[src/rtl/seq10110_pkg.sv]
// Shared constants for the 10110 stimulus generator: the target pattern and the FSM encoding.
package seq10110_pkg;

  localparam int PAT_LEN = 5;
  localparam logic [PAT_LEN-1:0] PATTERN = 5'b10110;

  localparam logic [0:0] IDLE  = 1'b0;
  localparam logic [0:0] SHIFT = 1'b1;

endpackage

[src/rtl/seq10110_window.sv]
// Sliding history of the transmitted stream, Mealy pattern compare and saturating match counter.
module seq10110_window
  import seq10110_pkg::*;
#(
  parameter int CNT_W = 8
) (
  input  logic             clk_i,
  input  logic             rst_i,
  input  logic             clr_i,
  input  logic             valid_i,
  input  logic             bit_i,
  output logic             exp_match_o,
  output logic [CNT_W-1:0] match_cnt_o
);

  logic [PAT_LEN-2:0] hist_q;
  logic [CNT_W-1:0]   cnt_q;

  // The bit currently on the line completes the window, so the compare is combinational.
  assign exp_match_o = valid_i && ({hist_q, bit_i} == PATTERN);
  assign match_cnt_o = cnt_q;

  always_ff @(posedge clk_i or negedge rst_i) begin
    if (!rst_i) begin
      hist_q <= '0;
      cnt_q  <= '0;
    end else if (clr_i) begin
      hist_q <= '0;
      cnt_q  <= '0;
    end else begin
      if (valid_i) begin
        hist_q <= {hist_q[PAT_LEN-3:0], bit_i};
      end
      if (exp_match_o && (cnt_q != '1)) begin
        cnt_q <= cnt_q + 1'b1;
      end
    end
  end

endmodule

[src/rtl/seq10110_gen.sv]
// Serial stimulus transmitter for the 10110 detector: load/ready handshake, LSB-first shifting
// of a word replayed reps+1 times, plus the expected-match reference stream.
module seq10110_gen
  import seq10110_pkg::*;
#(
  parameter int WIDTH = 16,
  parameter int REP_W = 4,
  parameter int CNT_W = 8
) (
  input  logic             clk_i,
  input  logic             rst_i,
  input  logic             load_i,
  input  logic [WIDTH-1:0] data_i,
  input  logic [REP_W-1:0] reps_i,
  output logic             ready_o,
  output logic             outp_o,
  output logic             valid_o,
  output logic             exp_match_o,
  output logic [CNT_W-1:0] match_cnt_o,
  output logic             done_o
);

  localparam int IDX_W = (WIDTH > 1) ? $clog2(WIDTH) : 1;

  logic [0:0]       state_q, state_d;
  logic [WIDTH-1:0] shreg_q, shreg_d;
  logic [WIDTH-1:0] savedWord_q, savedWord_d;
  logic [IDX_W-1:0] bitIdx_q, bitIdx_d;
  logic [REP_W-1:0] repLeft_q, repLeft_d;
  logic             done_q, done_d;
  logic             accept;
  logic             lastBit;

  assign ready_o = (state_q == IDLE);
  assign valid_o = (state_q == SHIFT);
  assign outp_o  = valid_o & shreg_q[0];
  assign done_o  = done_q;
  assign accept  = ready_o & load_i;
  assign lastBit = (bitIdx_q == IDX_W'(WIDTH - 1));

  always_comb begin
    state_d     = state_q;
    shreg_d     = shreg_q;
    savedWord_d = savedWord_q;
    bitIdx_d    = bitIdx_q;
    repLeft_d   = repLeft_q;
    done_d      = 1'b0;
    if (state_q == IDLE) begin
      if (load_i) begin
        state_d     = SHIFT;
        shreg_d     = data_i;
        savedWord_d = data_i;
        repLeft_d   = reps_i;
        bitIdx_d    = '0;
      end
    end else begin
      shreg_d  = shreg_q >> 1;
      bitIdx_d = bitIdx_q + 1'b1;
      // A replay keeps the history window intact so boundary-spanning matches still count.
      if (lastBit) begin
        if (repLeft_q != '0) begin
          shreg_d   = savedWord_q;
          repLeft_d = repLeft_q - 1'b1;
          bitIdx_d  = '0;
        end else begin
          state_d = IDLE;
          done_d  = 1'b1;
        end
      end
    end
  end

  always_ff @(posedge clk_i or negedge rst_i) begin
    if (!rst_i) begin
      state_q     <= IDLE;
      shreg_q     <= '0;
      savedWord_q <= '0;
      bitIdx_q    <= '0;
      repLeft_q   <= '0;
      done_q      <= 1'b0;
    end else begin
      state_q     <= state_d;
      shreg_q     <= shreg_d;
      savedWord_q <= savedWord_d;
      bitIdx_q    <= bitIdx_d;
      repLeft_q   <= repLeft_d;
      done_q      <= done_d;
    end
  end

  seq10110_window #(
    .CNT_W(CNT_W)
  ) u_window (
    .clk_i      (clk_i),
    .rst_i      (rst_i),
    .clr_i      (accept),
    .valid_i    (valid_o),
    .bit_i      (outp_o),
    .exp_match_o(exp_match_o),
    .match_cnt_o(match_cnt_o)
  );

endmodule

[config.mk]
export PLATFORM = sky130hd
export DESIGN_NAME = seq10110_gen
export DESIGN_NICKNAME = d
export VERILOG_FILES = /design/src/rtl/seq10110_pkg.sv /design/src/rtl/seq10110_window.sv /design/src/rtl/seq10110_gen.sv
export SDC_FILE = /design/constraint.sdc
export NUM_CORES = 1
export LEC_CHECK = 0
export ABC_AREA = 1
export CORE_MARGIN = 8
export CORE_UTILIZATION = 50
export CTS_BUF_LIST = sky130_fd_sc_hd__clkbuf_8 sky130_fd_sc_hd__clkbuf_16
export DETAILED_ROUTE_END_ITERATION = 7
export PLACE_DENSITY = 0.75
export REMOVE_ABC_BUFFERS = 1
export SKIP_CTS_REPAIR_TIMING = 1
export SYNTH_ARGS = -nofsm -noshare
export SYNTH_HDL_FRONTEND = slang
export SYNTH_SLANG_ARGS = --single-unit
export TNS_END_PERCENT = 100
[constraint.sdc]
create_clock -name clk_i -period 2.05 [get_ports clk_i]
set_input_delay 0.41 -clock clk_i [delete_from_list [all_inputs] [get_ports clk_i]]
set_output_delay 0.41 -clock clk_i [all_outputs]
set_load 0.005 [all_outputs]
-- After elaboration in Yosys (flattened, before gate mapping)
Index checks and enable logic that the tools add are counted.
Widths: inputs -> output; s select.
- bits in registers: 54
- bits of input ports: 23
- output and inout port bits: 13
- word-level logic and storage cells: 50
- $add $sub $neg: 3
- equality and inequality tests: 5
- mux-type cells: 23
- bitwise gates (word level): 3
- reduce and logical (&&, ||, !) cells: 8
- operators by type and width (operator ; number):
    $mux 16 ; 4
    $mux 4 ; 10
    $mux 8 ; 2
    $add 8x1->8 const B ; 1
    $ne 8x8->1 const B ; 1
    $mux 1 ; 7
    $reduce_bool 2->1 ; 3
    $eq 5x5->1 const B ; 1
    $add 4x1->4 const B ; 1
    $eq 4x4->1 const B ; 1
    $ne 2x1->1 const B ; 2
    $reduce_bool 4->1 ; 1
    $sub 4x1->4 const B ; 1
    $reduce_and 3->1 ; 1
    $and 1x1->1 ; 2
    $logic_and 1x1->1 ; 2
    $reduce_and 2->1 ; 1
    $not 1->1 ; 1

-- Longest topological paths before layout
Gate-level depths: netlist of run 1.
- depth after elaboration: 6
- mapped depth: 9
- mapped depth without buffers: 8

-- Modules after synthesis
From an unflattened synthesis of run 1, not the netlist that was laid out.
- cell total of the unflattened synthesis: 353
- area, all modules: 3037.9 um^2
- by module, submodules not included (module ; times used ; cells each ; area an instance (um^2) ; seq. area each (um^2)):
    seq10110_gen ; 1 ; 259 ; 2306.0 ; 1051.0
    seq10110_window ; 1 ; 94 ; 732.0 ; 300.3

-- Worst setup path before layout of run 1
Ideal clock, no wire load.
- path type: flip-flop to flip-flop
- start: register bitIdx_q[0]
- end: register shreg_q[0]
- setup time: 0.124 ns
- arrival time: 1.253 ns
- data required time: 1.926 ns
- slack: 0.673 ns
- stages on the path, launching flop included: 9
- buffers on the path: 1
- period minus slack after synthesis: 1.377 ns
- cell sequence: dfrtp_1 > ha_1 > nand3_1 > clkinv_1 > nand2_4 > buf_4 > nand2_1 > nand3_1 > nand3_1
- cells in the longest elaborated chain, start to end: 3
- ends and longest elaborated chain (what ; RTL line ; RTL):
    start: declaration ; seq10110_gen.sv:28 ; logic [IDX_W-1:0] bitIdx_q, bitIdx_d;
    start signal: assignment ; seq10110_gen.sv:85 ; bitIdx_q <= bitIdx_d;
    $eq 4x4->1 ; seq10110_gen.sv:39 ; assign lastBit = (bitIdx_q == IDX_W'(WIDTH - 1));
    $mux 16 ; seq10110_gen.sv:60 ; if (lastBit) begin
    $mux 16 ; seq10110_gen.sv:48 ; if (state_q == IDLE) begin
    end signal: assignment ; seq10110_gen.sv:83 ; shreg_q <= shreg_d;
    end: declaration ; seq10110_gen.sv:26 ; logic [WIDTH-1:0] shreg_q, shreg_d;
No other way between the ends.
A chain may end at the register's enable or synchronous reset.

-- Worst setup path in the final report of run 1
- start: register state_q (netlist: valid_o)
- end: output ready_o
- cells in the longest elaborated chain, start to end: 1
- ends and longest elaborated chain (what ; RTL line ; RTL):
    start: declaration ; seq10110_gen.sv:25 ; logic [0:0] state_q, state_d;
    start signal: assignment ; seq10110_gen.sv:82 ; state_q <= state_d;
    $not 1->1 (no source line) ; -- ;
    end: declaration ; seq10110_gen.sv:15 ; output logic ready_o,
No other way between the ends.

==> results.yml, run 1 <==
die:
  core-area_um2: 5170
  start_util_pct: 52.3
  chipWidth_um: 89.6
  rows: 26
  ioPinCount: 36
  die-area_um2: 8020
  die_y_um: 89.6
global_route:
  grt_max_degree: 39
  grt_pass1_wl_um: 9630
  grt_pass1_vias: 2125
  grt_remaining_overflow: 0
  grt.total_usage_pct: 15.3
  antenna_found_initial: 0
logic_synthesis:
  synth_cell_types: 31
  ys_seq_area_share_pct: 50.0
  postSynthCellCount: 341
  syn_avg_cell_area_um2: 7.93
  synth-edff-count: 0
  synth-async-reset-ratio_pct: 100
  yosysTopAreaCell: "dfrtp_1"
  synth.most_common_cell: "nand2_1"
  syn-cell-area_um2: 2710
  synth_common_cells: "nand2_1 (106), dfrtp_1 (54), nand3_1 (47), inv_1 (46), o21ai_0 (21)"
  synth-seq-cells: 54
  yosysWarnings: 0
  synth_ff_type: "dfrtp_1"
  netlist.area_leader.share_pct: 50.0
  synth_area_leaders: "dfrtp_1 (50%), nand2_1 (15%), nand3_1 (8.7%), inv_1 (6.4%), o21ai_0 (3.9%)"
critical_path:
  crit_fanout: 11
  critPathLaunchType: "flip-flop"
  critPathArrivalTime_ps: 1460
  path_class: "reg2out"
  r2r-start: "valid_o"
  startpoint: "valid_o"
  cp-endpoint: "ready_o"
  rrSetupSlack_ps: 410
  r2r-end: "shreg_q[14]"
  cp_data_required_time_ps: 1640
  worst_setup_path_end_kind: "primary output"
  r2r_cells: 6
timing:
  setup_viol: 0
  timing.setup.tns_ps: 0
  drv_slew: 0
  finalCritPeriodShare_pct: 91.2
  relSlewSlack_pct: 72.7
  hold_viol: 0
  fmax_mhz: 535
  fin_crit_ps: 1870
  whs_ps: 19.4
  grt_setup_unrepaired: "no"
  worst_pin_slew_ps: 410
  fin_skew_ps: 8.38
route:
  postRouteAntennaNets: 0
  totalWireLength_um: 5630
  drc: 0
  viasPerCell: 4.98
  drt_iter0_markers: 121
  first_pass_iters: 4
  vias: 2232
  routedWlPerCell_um: 12.6
finish:
  area_growth_pct: 19.5
  num_antenna_cells: 0
  fillers: 450
  stdcell_count: 448
  drive_gt1_share_pct: 8.73
  final_nets: 404
  fin_util_pct: 62.5
clocking:
  cts.sinks: 54
  cts_max_level: 2
  cts.reportedPaths.clkPinSlew_ps: 90
  tritoncts: "yes"
  insertion_delay_ps: 310
  clockBufferDepth: 2
  cts_buffers: 5
  cts-root-buf: "clkbuf_8"
place:
  dpl.cell_count: 440
  routabilityCongestion: 0.791
  dp_hpwl_um: 3810
  portBuffers: 35
power:
  total_power_mw: 4.21
  p_per_area_nw_per_um2: 1300
  p_leak_nw: 1.61
  vdd_drop_max_uv: 655
status:
  status: "completed"
flow_run:
  drv_cap: 0
worst_hold_path:
  hold_class: "in2async"
cells in the final DEF (no fill, tap or decap), types with 4 or more instances in the layout:
master | netlist | final
inv_1 | 46 | 46
inv_2 | 4 | 4
nand2_1 | 106 | 106
nor2_1 | 18 | 18
o21ai_0 | 21 | 21
nand3_1 | 47 | 47
dfrtp_1 | 54 | 53
clkbuf_8 | 0 | 6
buf_4 | 6 | 6
clkdlybuf4s50_1 | 0 | 33
per-layer routing:
metal / global-route usage [%] / vias to the layer above / wire length, um / part of all wire (%)
met2: 24.9 / 45 / 2690 / 48
li1: - / 1132 / - / -
met3: 3.31 / 10 / 255 / 4.5
met4: 5.14 / 0 / 91 / 1.6
met1: 19.6 / 1045 / 2590 / 46
met5: 0 / - / 0 / 0
report_power, final:
group	switching (mW)	internal, mW
sequential	0.309	1.55
clock	0.328	0.391
combinational	0.877	0.755
total	1.51	2.70
area by class of cell:
type | count | area (um^2) | share of cell area [%]
Sequential cell | 54 | 1350 | 41.9
Multi-Input combinational cell | 223 | 1070 | 33.1
Timing Repair Buffer | 42 | 413 | 12.8
Inverter | 52 | 198 | 6.12
Tap cell | 70 | 87.6 | 2.71
Clock buffer | 6 | 82.6 | 2.56
Clock inverter | 1 | 30.0 | 0.929
sequential cells by signal, summed over array words and instances, names as in the netlist:
name / cells
savedWord_q: 16
u_window.match_cnt_o: 8
repLeft_q: 4
done_o: 1
u_window.hist_q: 4
valid_o: 1
shreg_q: 16
bitIdx_q: 4
how the worst min path moves through the flow:
stage / depth (start not counted) / startpoint / slack, ps / endpoint
after floorplan: 0 / rst_i / 110 / bitIdx_q[0]
after global placement: 1 / rst_i / 360 / u_window.match_cnt_o[7]
after detailed placement: 1 / rst_i / 360 / u_window.match_cnt_o[7]
after CTS: 1 / rst_i / 20 / u_window.match_cnt_o[7]
after global routing: 1 / rst_i / 40 / u_window.match_cnt_o[7]
final: 1 / rst_i / 20 / u_window.match_cnt_o[7]
worst max-delay path, cell delays in order (launching register included):
cell             delay, ps
dfrtp_2                450
inv_2                  170
clkdlybuf4s50_1        540
cell families after synthesis:
| group | after synthesis | share of synthesized area, % |
|---|---|---|
| xor+xnor | 4 | 1.30 |
| simple gates | 183 | 29.8 |
| fa+ha+maj | 3 | 1.39 |
| compound gates | 33 | 6.98 |
| flops | 54 | 50.0 |
| buf+inv | 64 | 10.5 |
metrics by stage:
| step | setup WS, ps | cell area (um^2) |
|---|---|---|
| floorplan | -41.8 | 2620 |
| global placement | 343 | 3110 |
| detailed placement | 291 | 3110 |
| CTS | -3.88 | 3220 |
| global route | 119 | 3230 |
| finish | 180 | 3230 |
Note: power is estimated with default switching activity, not from simulation.
==> run 2, diff against run 1 <==
ABC_CLOCK_PERIOD_IN_PS = 2050   (was not set)
REMOVE_ABC_BUFFERS = not set   (was 1)
==> run 2 against run 1 <==
  * Clock-buffer cell count shrank 1
  * Wire length shrank 1.7%
  * Global-route usage grew 0.41 points
  * Non-clock buffer count grew 3
  * Fmax shrank 2.8%
  * Setup slack lost 53 ps
  * Final cell count grew 0.89%
  * Combinational power is essentially flat
  * Utilization grew 0.12 points
  * Hold slack gained 45 ps
  * Sequential cell count is the same
  * Critical path type unchanged
==> results.yml, run 2 (same netlist as run 1, synthesis figures left out) <==
critical_path:
  worst_setup_path_end_kind: "primary output"
  critPathLaunchType: "flip-flop"
  crit_fanout: 11
  path_class: "reg2out"
  rrSetupSlack_ps: 450
  critPathArrivalTime_ps: 1510
  cp_data_required_time_ps: 1640
finish:
  multi_input_area_um2: 1070
  num_antenna_cells: 0
  fillers: 456
  final_cell_mix: "nand2_1 (106), dfrtp_1 (53), nand3_1 (47)"
  final_nets: 407
  layout_commonest_cell: "nand2_1"
  area_growth_pct: 19.7
  ff_latch_area_um2: 1350
  drive_gt1_share_pct: 9.69
timing:
  worst_pin_slew_ps: 515
  whs_ps: 64.4
  setup_viol: 0
  fin_skew_ps: 10.0
  grt_setup_unrepaired: "no"
  fmax_mhz: 520
  hold_viol: 0
  fin_crit_ps: 1920
  drv_slew: 0
  relSlewSlack_pct: 65.6
  finalCritPeriodShare_pct: 93.8
clocking:
  cts.sinks: 54
  cts-root-buf: "clkbuf_8"
  tritoncts: "yes"
  cts.reportedPaths.clkPinSlew_ps: 100
  cts_max_level: 2
  clockBufferDepth: 2
  insertion_delay_ps: 310
  cts_buffers: 5
global_route:
  grt_pass1_wl_um: 9940
  grt_pass1_vias: 2229
  grt_remaining_overflow: 0
  grt_max_degree: 25
  grt.total_usage_pct: 15.7
  antenna_found_initial: 0
worst_hold_path:
  hold_class: "in2async"
die:
  rows: 26
  die_y_um: 89.6
  chipWidth_um: 89.6
  die-area_um2: 8020
  core-area_um2: 5170
  ioPinCount: 36
  start_util_pct: 52.3
power:
  vdd_drop_max_uv: 537
  p_leak_nw: 1.63
  p_per_area_nw_per_um2: 1300
  total_power_mw: 4.20
route:
  postRouteAntennaNets: 0
  drt_iter0_markers: 124
  totalWireLength_um: 5530
  drc: 0
  routedWlPerCell_um: 12.2
  vias: 2191
  first_pass_iters: 6
  viasPerCell: 4.85
status:
  status: "completed"
place:
  routabilityCongestion: 0.785
  portBuffers: 35
  dp_hpwl_um: 3930
logic_synthesis:
  synth_fp_nets: 367
flow_run:
  drv_cap: 0
run 2: cell types whose count changed in the layout (fill, tap and decap cells not counted), sizes merged:
cell	before	now
buf	8	11
clkinv	1	3
clkbuf	6	5
run 2: area by class of cell:
cell class	count	area share, %
Clock inverter	3	1.24
Sequential cell	54	41.8
Inverter	52	6.11
Timing Repair Buffer	45	13.1
Multi-Input combinational cell	223	33.0
Clock buffer	5	2.13
Tap cell	70	2.70
run 2: path summary, 6_finish.rpt:
path                            startpoint              end  cells past startpoint
min in group clk_i         savedWord_q[15]  savedWord_q[15]                      2
setup / recovery                   valid_o          ready_o                      2
hold / removal                       rst_i   savedWord_q[9]                      1
setup reg to reg              repLeft_q[0]      bitIdx_q[0]                      8
hold reg to reg            savedWord_q[15]  savedWord_q[15]                      2
max in group asynchronous            rst_i      bitIdx_q[2]                      2
run 2: per-stage QoR:
stage          instances  cell area, um^2  setup slack, ps  setup TNS [ps]  utilization (%)
2_1_floorplan        341             2710              673               0                -
3_3_place_gp         442             3110              346               0             60.1
5_1_grt              452             3240             29.4               0             62.6
4_1_cts              450             3220            -55.2           -55.2             62.2
6_report             452             3240              126               0             62.6
3_5_place_dp         442             3110              291               0             60.1
run 2: where the power goes:
group / leakage, nW / internal (mW) / total (mW) / switching, mW
registers: 0.661 / 1.55 / 1.86 / 0.308
clock network: 0.0579 / 0.360 / 0.703 / 0.343
logic: 0.906 / 0.767 / 1.64 / 0.869
run 2: worst max-delay path, cell delays in order (launching register included):
cell and delay, ps:
dfrtp_2 470, inv_2 190, clkdlybuf4s50_1 540
run 2: metal layers:
layer  part of all wire (%)  global-route usage, %  vias up
li1                       -                      -     1138
met3                    5.1                   3.77        6
met2                     45                   25.6       37
met1                     48                   19.8     1010
met4                    1.3                   5.44        0
met5                      0                      0        -
